**config.mk**
```make
export PLATFORM = sky130hd
export DESIGN_NAME = velocity_cell_streamer
export DESIGN_NICKNAME = d
export VERILOG_FILES = /design/src/rtl/velocity_pkg.sv /design/src/rtl/velocity_skid_fifo.sv /design/src/rtl/velocity_cell_streamer.sv
export SDC_FILE = /design/constraint.sdc
export NUM_CORES = 1
export LEC_CHECK = 0
export BUFFER_PORTS_ARGS = -buffer_cell sky130_fd_sc_hd__buf_2
export CORE_AREA = 2 2 164 166
export DETAILED_ROUTE_END_ITERATION = 16
export DIE_AREA = 0 0 166 168
export PLACE_DENSITY_LB_ADDON = 0.08
export SLEW_MARGIN = 5
export SYNTH_ARGS = -nofsm -noshare
export SYNTH_HDL_FRONTEND = slang
export SYNTH_SLANG_ARGS = --single-unit
```
**constraint.sdc**
```tcl
create_clock -name clk -period 5.35 [get_ports clk]
set_clock_uncertainty 0.1 [all_clocks]
set_input_delay 0.2675 -clock clk [delete_from_list [all_inputs] [get_ports clk]]
set_output_delay 0.2675 -clock clk [all_outputs]
set_load 0.01 [all_outputs]
```
**src/rtl/velocity_pkg.sv**
```systemverilog
// -----------------------------------------------------------------------------
// velocity_pkg
// Shared definitions for the per-cell velocity streamer:
//   - vel_state_e      : controller FSM states
//   - VEL_COMP_WIDTH   : width of one velocity component (vx, vy, vz)
//   - VEL_DATA_WIDTH   : default width of one {vz, vy, vx} RAM word
//   - VEL_ADDR_WIDTH   : default RAM address width
//   - VEL_PARTICLE_NUM : default RAM depth (count word + particles)
//   - VEL_CNT_LSB      : bit position of the particle count inside word 0
// -----------------------------------------------------------------------------
package velocity_pkg;

   typedef enum logic [2:0] {
      ST_IDLE     = 3'd0,
      ST_RD_CNT   = 3'd1,
      ST_WAIT_CNT = 3'd2,
      ST_STREAM   = 3'd3,
      ST_DRAIN    = 3'd4
   } vel_state_e;

   localparam int VEL_COMP_WIDTH   = 32;
   localparam int VEL_DATA_WIDTH   = 3 * VEL_COMP_WIDTH;
   localparam int VEL_ADDR_WIDTH   = 8;
   localparam int VEL_PARTICLE_NUM = 220;
   localparam int VEL_CNT_LSB      = 0;

endpackage

```
**src/rtl/velocity_skid_fifo.sv**
```systemverilog
// -----------------------------------------------------------------------------
// velocity_skid_fifo
// Two-entry FIFO of {pid, data}. Entry 0 (head) is always the oldest word and
// drives the outputs directly from flops, so the visible word only changes on
// a pop. The producer must guarantee it never pushes into a full FIFO unless
// a pop happens in the same cycle.
//
// Ports:
//   clk, rst_n            clock, asynchronous active-low reset
//   push, push_pid,
//   push_data             write one entry
//   pop                   remove the head entry (ignored when empty)
//   head_pid, head_data   oldest entry
//   occupancy             number of valid entries (0..2)
//   not_empty             occupancy != 0
// -----------------------------------------------------------------------------
module velocity_skid_fifo #(
   parameter int DATA_WIDTH = 96,
   parameter int ADDR_WIDTH = 8
) (
   input  logic                  clk,
   input  logic                  rst_n,
   input  logic                  push,
   input  logic [ADDR_WIDTH-1:0] push_pid,
   input  logic [DATA_WIDTH-1:0] push_data,
   input  logic                  pop,
   output logic [ADDR_WIDTH-1:0] head_pid,
   output logic [DATA_WIDTH-1:0] head_data,
   output logic [1:0]            occupancy,
   output logic                  not_empty
);

   logic [ADDR_WIDTH-1:0] tail_pid;
   logic [DATA_WIDTH-1:0] tail_data;
   logic                  pop_ok;
   logic                  push_ok;

   assign pop_ok    = pop && (occupancy != 2'd0);
   assign push_ok   = push && ((occupancy != 2'd2) || pop_ok);
   assign not_empty = (occupancy != 2'd0);

   // Storage and occupancy update; head shifts from tail on pop when full.
   always_ff @(posedge clk or negedge rst_n) begin
      if (!rst_n) begin
         occupancy <= 2'd0;
         head_pid  <= '0;
         head_data <= '0;
         tail_pid  <= '0;
         tail_data <= '0;
      end else begin
         case (occupancy)
            2'd0: begin
               if (push_ok) begin
                  head_pid  <= push_pid;
                  head_data <= push_data;
                  occupancy <= 2'd1;
               end
            end
            2'd1: begin
               if (push_ok && pop_ok) begin
                  head_pid  <= push_pid;
                  head_data <= push_data;
               end else if (push_ok) begin
                  tail_pid  <= push_pid;
                  tail_data <= push_data;
                  occupancy <= 2'd2;
               end else if (pop_ok) begin
                  occupancy <= 2'd0;
               end
            end
            2'd2: begin
               if (pop_ok) begin
                  head_pid  <= tail_pid;
                  head_data <= tail_data;
                  if (push_ok) begin
                     tail_pid  <= push_pid;
                     tail_data <= push_data;
                  end else begin
                     occupancy <= 2'd1;
                  end
               end
            end
            default: begin
               occupancy <= 2'd0;
            end
         endcase
      end
   end

endmodule

```
**src/rtl/velocity_cell_streamer.sv**
```systemverilog
// -----------------------------------------------------------------------------
// velocity_cell_streamer
// Fronts one cell's single-port velocity RAM (word 0 = particle count, words
// 1..N = {vz, vy, vx}). On start it reads the count and streams every particle
// word out under valid/ready backpressure; while idle it accepts write-backs.
//
// Optional feature: define VELOCITY_COUNT_CLAMP_EN to clamp an out-of-range
// count to PARTICLE_NUM-1 and raise the sticky count_err output.
//
// Ports:
//   clk, rst_n                  clock, asynchronous active-low reset
//   start                       one-cycle sweep request (honoured only in IDLE)
//   busy, done                  not-IDLE flag, end-of-sweep pulse
//   count                       particle count of the current/last sweep
//   count_err                   (clamp build only) count was clamped
//   out_valid/out_ready,
//   out_data/out_pid            velocity stream and its RAM address
//   wb_valid/wb_ready,
//   wb_addr/wb_data             write-back port (IDLE only)
//   ram_address/ram_data,
//   ram_rden/ram_wren/ram_q     RAM port, 1-cycle read latency
// -----------------------------------------------------------------------------
module velocity_cell_streamer
   import velocity_pkg::*;
#(
   parameter int DATA_WIDTH   = VEL_DATA_WIDTH,
   parameter int ADDR_WIDTH   = VEL_ADDR_WIDTH,
   parameter int PARTICLE_NUM = VEL_PARTICLE_NUM
) (
   input  logic                  clk,
   input  logic                  rst_n,
   input  logic                  start,
   output logic                  busy,
   output logic                  done,
   output logic [ADDR_WIDTH-1:0] count,
`ifdef VELOCITY_COUNT_CLAMP_EN
   output logic                  count_err,
`endif
   output logic                  out_valid,
   input  logic                  out_ready,
   output logic [DATA_WIDTH-1:0] out_data,
   output logic [ADDR_WIDTH-1:0] out_pid,
   input  logic                  wb_valid,
   output logic                  wb_ready,
   input  logic [ADDR_WIDTH-1:0] wb_addr,
   input  logic [DATA_WIDTH-1:0] wb_data,
   output logic [ADDR_WIDTH-1:0] ram_address,
   output logic [DATA_WIDTH-1:0] ram_data,
   output logic                  ram_rden,
   output logic                  ram_wren,
   input  logic [DATA_WIDTH-1:0] ram_q
);

   vel_state_e            state;
   logic [ADDR_WIDTH-1:0] rd_ptr;
   logic                  rd_pend;      // a data read is returning on ram_q
   logic [ADDR_WIDTH-1:0] rd_pend_pid;
   logic                  wb_en;        // keeps wb_ready low while in reset
   logic [1:0]            occ;
   logic                  pop;
   logic [2:0]            eff_load;
   logic                  credit;
   logic                  data_issue;
   logic [ADDR_WIDTH-1:0] issue_pid;
   logic [ADDR_WIDTH-1:0] raw_cnt;
   logic [ADDR_WIDTH-1:0] cnt_sel;

   assign raw_cnt = ram_q[VEL_CNT_LSB +: ADDR_WIDTH];

`ifdef VELOCITY_COUNT_CLAMP_EN
   localparam logic [ADDR_WIDTH-1:0] CNT_MAX = ADDR_WIDTH'(PARTICLE_NUM - 1);
   logic cnt_over;
   assign cnt_over = (raw_cnt > CNT_MAX);
   assign cnt_sel  = cnt_over ? CNT_MAX : raw_cnt;
`else
   assign cnt_sel  = raw_cnt;
`endif

   assign pop = out_valid && out_ready;

   // A word leaving this cycle frees its slot in time for a read issued now,
   // which is what sustains one word per cycle with out_ready held high.
   assign eff_load = {1'b0, occ} - {2'b00, pop} + {2'b00, rd_pend};
   assign credit   = (eff_load < 3'd2);

   // RAM port and write-back handshake. The count word is on ram_q during
   // WAIT_CNT, so the read of particle 1 is launched there when count != 0.
   always_comb begin
      ram_rden    = 1'b0;
      ram_wren    = 1'b0;
      ram_address = '0;
      ram_data    = '0;
      wb_ready    = 1'b0;
      data_issue  = 1'b0;
      issue_pid   = '0;
      case (state)
         ST_IDLE: begin
            wb_ready = wb_en && !start;
            if (wb_valid && wb_en && !start) begin
               ram_wren    = 1'b1;
               ram_address = wb_addr;
               ram_data    = wb_data;
            end else begin
               ram_wren    = 1'b0;
            end
         end
         ST_RD_CNT: begin
            ram_rden    = 1'b1;
            ram_address = '0;
         end
         ST_WAIT_CNT: begin
            if (cnt_sel != '0) begin
               ram_rden    = 1'b1;
               ram_address = ADDR_WIDTH'(1);
               data_issue  = 1'b1;
               issue_pid   = ADDR_WIDTH'(1);
            end else begin
               ram_rden    = 1'b0;
            end
         end
         ST_STREAM: begin
            if (credit) begin
               ram_rden    = 1'b1;
               ram_address = rd_ptr;
               data_issue  = 1'b1;
               issue_pid   = rd_ptr;
            end else begin
               ram_rden    = 1'b0;
            end
         end
         ST_DRAIN: begin
            ram_rden = 1'b0;
         end
         default: begin
            ram_rden = 1'b0;
         end
      endcase
   end

   // Controller FSM with registered busy/done/count and read tracking.
   always_ff @(posedge clk or negedge rst_n) begin
      if (!rst_n) begin
         state       <= ST_IDLE;
         busy        <= 1'b0;
         done        <= 1'b0;
         count       <= '0;
         rd_ptr      <= '0;
         rd_pend     <= 1'b0;
         rd_pend_pid <= '0;
         wb_en       <= 1'b0;
`ifdef VELOCITY_COUNT_CLAMP_EN
         count_err   <= 1'b0;
`endif
      end else begin
         wb_en       <= 1'b1;
         done        <= 1'b0;
         rd_pend     <= data_issue;
         rd_pend_pid <= issue_pid;
         case (state)
            ST_IDLE: begin
               if (start) begin
                  state <= ST_RD_CNT;
                  busy  <= 1'b1;
`ifdef VELOCITY_COUNT_CLAMP_EN
                  count_err <= 1'b0;
`endif
               end
            end
            ST_RD_CNT: begin
               state <= ST_WAIT_CNT;
            end
            ST_WAIT_CNT: begin
               count <= cnt_sel;
`ifdef VELOCITY_COUNT_CLAMP_EN
               count_err <= cnt_over;
`endif
               if (cnt_sel == '0) begin
                  state <= ST_IDLE;
                  busy  <= 1'b0;
                  done  <= 1'b1;
               end else if (cnt_sel == ADDR_WIDTH'(1)) begin
                  state <= ST_DRAIN;
               end else begin
                  state  <= ST_STREAM;
                  rd_ptr <= ADDR_WIDTH'(2);
               end
            end
            ST_STREAM: begin
               if (data_issue) begin
                  if (rd_ptr == count) begin
                     state <= ST_DRAIN;
                  end else begin
                     rd_ptr <= rd_ptr + ADDR_WIDTH'(1);
                  end
               end
            end
            ST_DRAIN: begin
               // Finish on the cycle the last word leaves the FIFO.
               if (!rd_pend && ((occ == 2'd0) || ((occ == 2'd1) && pop))) begin
                  state <= ST_IDLE;
                  busy  <= 1'b0;
                  done  <= 1'b1;
               end
            end
            default: begin
               state <= ST_IDLE;
               busy  <= 1'b0;
            end
         endcase
      end
   end

   velocity_skid_fifo #(
      .DATA_WIDTH (DATA_WIDTH),
      .ADDR_WIDTH (ADDR_WIDTH)
   ) u_fifo (
      .clk       (clk),
      .rst_n     (rst_n),
      .push      (rd_pend),
      .push_pid  (rd_pend_pid),
      .push_data (ram_q),
      .pop       (pop),
      .head_pid  (out_pid),
      .head_data (out_data),
      .occupancy (occ),
      .not_empty (out_valid)
   );

endmodule

```
# Yosys cells after proc, flatten, opt, wreduce, memory -nomap -nowiden

Index checks and enable logic that the tools add are counted.
W data, S select, Z words.

Bits in registers: 241
Bits of input ports: 205
Logic and storage cells: 125

Add/subtract/negate cells: 3
Order comparisons: 1
Eq/ne operators: 23
Mux-type cells: 56
Bitwise operators: 1
Reduce and logical (&&, ||, !) cells: 28

Operators by type and width:

| operator              | count |
|---|---|
| $mux W96              | 8 |
| $pmux W96 S3          | 1 |
| $pmux W96 S2          | 1 |
| $mux W8               | 12 |
| $pmux W8 S2           | 3 |
| $pmux W8 S3           | 2 |
| $ne A2 B2 Y1 const B  | 11 |
| $mux W3               | 6 |
| $pmux W3 S5           | 1 |
| $mux W2               | 6 |
| $reduce_and A4 Y1     | 3 |
| $mux W1               | 11 |
| $reduce_and A5 Y1     | 2 |
| $logic_and A1 B1 Y1   | 9 |
| $add A8 B1 Y8 const B | 1 |
| $eq A8 B1 Y1 const B  | 1 |
| $eq A8 B8 Y1          | 1 |
| $logic_not A8 Y1      | 1 |
| $reduce_bool A8 Y1    | 1 |
| $eq A3 B2 Y1 const B  | 2 |
| $ne A2 B1 Y1 const B  | 3 |
| $pmux W2 S3           | 1 |
| $reduce_bool A2 Y1    | 3 |
| $pmux W1 S2           | 2 |
| 18 further kinds      | 20 |

# Depth between registers and ports, before layout

Depth after elaboration: 9
Depth in mapped cells: 14
Depth with buffers taken out: 11

# Hierarchy

From an unflattened synthesis, not the netlist that was laid out.

Cells, all modules: 844
Area, all modules: 11731.3 sq um

By module, submodules not included:

| module                 | times used | cells each | area each (sq um) |
|---|---|---|---|
| velocity_skid_fifo     | 1          | 571        | 9322.7 |
| velocity_cell_streamer | 1          | 273        | 2408.6 |

# Worst setup path before layout

No wires, ideal clock.

Path type: register to register
From: reg u_fifo.occupancy[1]
To: reg rd_ptr[2]
Setup time: 0.124 ns
Data arrival time: 3.020 ns
Required time: 5.126 ns
Path slack: 2.106 ns
Cell stages (with the launch flop): 15
Clock period less this slack: 3.244 ns
Path through: dfrtp_1 > inv_1 > ha_1 > nor2b_1 > clkbuf_2 > ha_1 > nand2b_1 > fa_1 > xnor2_1 > and3_1 > buf_2 > o221ai_4 > and2_2 > buf_2 > a211o_1

Longest elaborated chain between the ends: 9

RTL lines:

| element                         | RTL line                      | text |
|---|---|---|
| from (decl)                     | velocity_skid_fifo.sv:29      | `output logic [1:0] occupancy,` |
| from (signal assigned)          | velocity_skid_fifo.sv:45      | `occupancy <= 2'd0;` |
| from (signal assigned)          | velocity_skid_fifo.sv:56      | `occupancy <= 2'd1;` |
| from (signal assigned)          | velocity_skid_fifo.sv:66      | `occupancy <= 2'd2;` |
| $reduce_bool A2 Y1              | velocity_skid_fifo.sv:40      | `assign not_empty = (occupancy != 2'd0);` |
| $logic_and A1 B1 Y1             | velocity_cell_streamer.sv:79  | `assign pop = out_valid && out_ready;` |
| $sub A2 B1 Y3 (*)               | velocity_cell_streamer.sv:83  | `assign eff_load = {1'b0, occ} - {2'b00, pop} + {2'b00, rd_pend};` |
| $add A3 B1 Y3 (*)               | velocity_cell_streamer.sv:83  |  |
| $lt A3 B2 Y1 (*)                | velocity_cell_streamer.sv:84  | `assign credit = (eff_load < 3'd2);` |
| $mux W1 (*)                     | velocity_cell_streamer.sv:122 | `if (credit) begin` |
| $pmux W1 S2 (*)                 | velocity_cell_streamer.sv:96  | `case (state)` |
| $ne A2 B2 Y1 (no line) (*)      | -                             |  |
| $reduce_and A5 Y1 (no line) (*) | -                             |  |
| to (signal assigned)            | velocity_cell_streamer.sv:193 | `rd_ptr <= rd_ptr + ADDR_WIDTH'(1);` |
| to (decl)                       | velocity_cell_streamer.sv:55  | `logic [ADDR_WIDTH-1:0] rd_ptr;` |

Mark *: on every way between the ends. The rest lies on a longest branch, timed or not.
A chain may end at the register's enable or synchronous reset.

# Worst setup path after layout

From: reg u_fifo.occupancy[1]
To: out ram_address[2]

Longest elaborated chain between the ends: 7

RTL lines:

| element             | RTL line                      | text |
|---|---|---|
| $reduce_bool A2 Y1  | velocity_skid_fifo.sv:40      |  |
| $logic_and A1 B1 Y1 | velocity_cell_streamer.sv:79  |  |
| $sub A2 B1 Y3 (*)   | velocity_cell_streamer.sv:83  |  |
| $add A3 B1 Y3 (*)   | velocity_cell_streamer.sv:83  |  |
| $lt A3 B2 Y1 (*)    | velocity_cell_streamer.sv:84  |  |
| $mux W8 (*)         | velocity_cell_streamer.sv:122 |  |
| $pmux W8 S3 (*)     | velocity_cell_streamer.sv:96  |  |
| to (decl)           | velocity_cell_streamer.sv:47  | `output logic [ADDR_WIDTH-1:0] ram_address,` |

Marked as above.

==> metrics.md <==
| Metric | Value |
|---|---|
| Status | `finished, final reports clean` |
| 1st-pass router iterations | `4` |
| DPL Wire Length | `21.4 mm` |
| Largest family of logic cells by synthesized area | `multiplexers` |
| Critical R2R Capture | `rd_ptr[2]` |
| Clock H-tree levels | `1` |
| Post-Place Cells | `1565` |
| Post-synthesis net count | `1067` |
| Die X | `166 um` |
| Worst reg-to-reg setup slack | `1.59 ns` |
| Combinational power share | `0.423` |
| CP Capture Type | `primary output` |
| Setup WS post-layout | `1.31 ns` |
| Critical path data arrival time | `3.68 ns` |
| Core ar. | `26400 sq um` |
| Clock network power share | `0.211` |
| Chip height | `168 um` |
| Synth Area in Compound Gates | `0.0281` |
| GPL Wtd Cong | `0.849` |
| Synth warnings | `0` |
| FMAX | `0.247 GHz` |
| Final net count | `1562` |
| CTS Sinks | `241` |
| Pre-CTS WS | `1.60 ns` |
| Syn_area_per_cell | `13.4 sq um` |
| Root buf cell | `clkbuf_16` |
| Fin cells | `1712` |
| Mux share of post-synthesis cell area | `0.315` |
| Post-synth EDFFs | `0` |
| Hold slack | `0.0542 ns` |
| GRT Total Usage | `0.210` |
| Period utilisation layout | `0.756` |
| Synth unique cells | `48` |
| PwrDens | `546 nW/um^2` |
| Max-slew violations | `0` |
| Initial antenna violation count | `1` |
| Largest net degree at the start of global routing | `131` |
| Min-delay worst type | `input pin to flop` |
| Flops & latches, synth | `241` |
| Clk pin slew, worst setup/hold paths | `0.06 ns` |
| Net Sw Power | `2.83 mW` |
| Seq/Total Area, Yosys | `0.526` |
| Synth Area in Adders | `0.00830` |
| Worst setup SP type | `flop` |
| Post-cts resize count | `0` |
| Syn-to-layout area delta | `36.9%` |
| Layout cell share with drive strength beyond 1 | `0.592` |
| Origin of the critical flop-to-flop path | `u_fifo.occupancy[1]` |
| Vias/cell | `5.03` |
| Slew Limit Headroom | `0.222` |
| Mapped Cells | `855` |
| Pint | `5.74 mW` |
| Final TNS setup | `0 ns` |
| Top FF cell, synth | `dfrtp_1` |
| Netlist area before placement | `11500 sq um` |
| Drt total wl | `31.0 mm` |
| Share of flip-flops with an asynchronous set or reset | `1.00` |
| Final min period | `4.04 ns` |
| Design area | `15700 sq um` |
| First-pass GRT wire length | `47.1 mm` |
| Switching Share | `0.331` |
| DP Area | `13800 sq um` |
| Worst-skew pair later-pin latency | `0.53 ns` |
| Setup crit end | `ram_address[2]` |
| Final hold violation count | `0` |
| Final setup viols | `0` |
| Site Rows | `60` |
| Clock Tree Buf Depth | `3` |
| Required @ worst endpoint | `4.98 ns` |
| Simple-Gate Fraction of Synth Area | `0.0827` |
| Seq pwr share | `0.367` |
| 1st-iter DRT viols | `489` |
| Via Count | `8606` |
| CP Launch Point | `u_fifo.occupancy[1]` |
| CP max FO | `10` |
| Overflow after GRT | `0` |
| ANT cells | `0` |
| Initial Util | `0.435` |
| Port buffer count | `426` |
| Tightest Pin Transition | `1.17 ns` |
| Final core utilization | `0.595` |
| Post-DR wirelength/cell | `18.1 um` |
| Die ar. | `27900 sq um` |
| CTS tree | `done` |
| Cells on worst reg2reg path | `11` |
| Final Power | `8.57 mW` |
| RSZ-0062 raised after global routing | `false` |
| Crit Path Category | `flop to primary output` |
| Max IR drop VDD | `0.000327 V` |
| Post-DRT Antenna Nets | `0` |
| Vias in the first global route | `8426` |
| Xor/xnor share of the synthesized area | `0.00841` |
| Max cap viols | `0` |
| Num CTS Buffers | `27` |
| P_leak | `7.97 nW` |
| Drt drc | `0` |
| Top Ports | `427` |
## logic make-up (layout without fill, tap and decap cells)
logic type	Yosys count	count (layout)
multiplexers	321	321
flip-flops	241	241
AO/OA/AOI/OAI	44	44
XOR/XNOR	11	11
adder cells (fa/ha/maj)	7	7
other	1	1
buffers and inverters	73	589
AND/OR/NAND/NOR	157	157
## synth_stat cells, types with 2 or more instances
master    count  share of area
ha_1          6         0.0066
nor2b_1       2         0.0011
and3_1      100          0.055
clkbuf_1     36          0.012
buf_4        13         0.0085
a21o_1       12         0.0079
nand2b_1      7         0.0038
inv_1         8         0.0026
o21ai_0       9         0.0039
nand2_1      11         0.0036
a21oi_1       7         0.0031
nor3b_1       2         0.0013
a31oi_1       3         0.0016
mux2_2      318           0.31
a211o_1       2         0.0015
nor3_1        3         0.0013
xnor2_1      10         0.0076
dfrtp_1     241           0.53
nand3_1       5         0.0022
nor2_1        9         0.0029
mux2_1        3         0.0029
buf_2        14         0.0061
nand4_1       2         0.0011
and2_1        8         0.0044
## routing by layer
metal  up-vias  GRT usage  routed length [um]
met1      4226      0.291               13600
met5         -          0                  16
met3        36     0.0444                2280
li1       4062          -                   -
met2       280      0.345               14600
met4         2     0.0408                 448
## what timing repair did
item / CTS / global route
endpoints found under the setup margin: 0 / 0
buffers inserted: 0 / 0
hold endpoints to repair: 283 / 0
hold buffers: 97 / 0
## placed cells by master (no fill, tap or decap), types with 9 or more instances in the layout
master / count
mux2_2: 318
clkbuf_16: 27
nor2_1: 9
dlygate4sd3_1: 97
nand2_1: 11
clkbuf_8: 11
dfrtp_1: 241
a21o_1: 12
xnor2_1: 10
buf_2: 425
and3_1: 99
o21ai_0: 9
## power groups by stage
stage,registers [mW],clock network [mW],logic [mW]
finish,3.14,1.81,3.62
global route,3.25,1.94,3.91
CTS,3.14,1.86,3.67
detailed placement,3.17,0,3.61
global placement,3.13,0,3.56
floorplan,3.26,0,2.40
## critical path: stages, from the launching register on
cell,delay (ns)
dfrtp_1,0.51
inv_1,0.12
ha_1,0.25
nor2b_1,0.36
ha_1,0.31
nand2b_1,0.16
fa_1,0.41
xnor2_1,0.20
and3_1,0.41
and2_1,0.23
a21o_1,0.09
buf_2,0.12
## cell type report
cell class	instances	area [sq um]
Sequential cell	241	6030
Inverter	8	30.0
Fill cell	2188	10700
Clock buffer	42	842
Clock inverter	8	43.8
Multi-Input combinational cell	541	5110
Tap cell	341	427
Timing Repair Buffer	531	3200
## worst min path at each step
| stage | from | to | slack [ns] | depth (start not counted) |
|---|---|---|---|---|
| floorplan | rst_n | busy | -0.13 | 0 |
| global placement | u_fifo.tail_data[45] | u_fifo.tail_data[45] | 0.36 | 1 |
| detailed placement | u_fifo.tail_data[43] | u_fifo.tail_data[43] | 0.37 | 1 |
| CTS | start | busy | 0.04 | 3 |
| global route | start | busy | 0.07 | 3 |
| finish | start | busy | 0.05 | 3 |
## state kept, by name, indices dropped and copies added, names as in the netlist
name and flops:
done 1, wb_en 1, count 8, u_fifo.head_pid 8
u_fifo.tail_pid 8, rd_pend_pid 8, state 3, rd_pend 1
busy 1, u_fifo.tail_data 96, u_fifo.head_data 96, rd_ptr 8
u_fifo.occupancy 2
No activity file was read; power rests on OpenSTA's default activity.
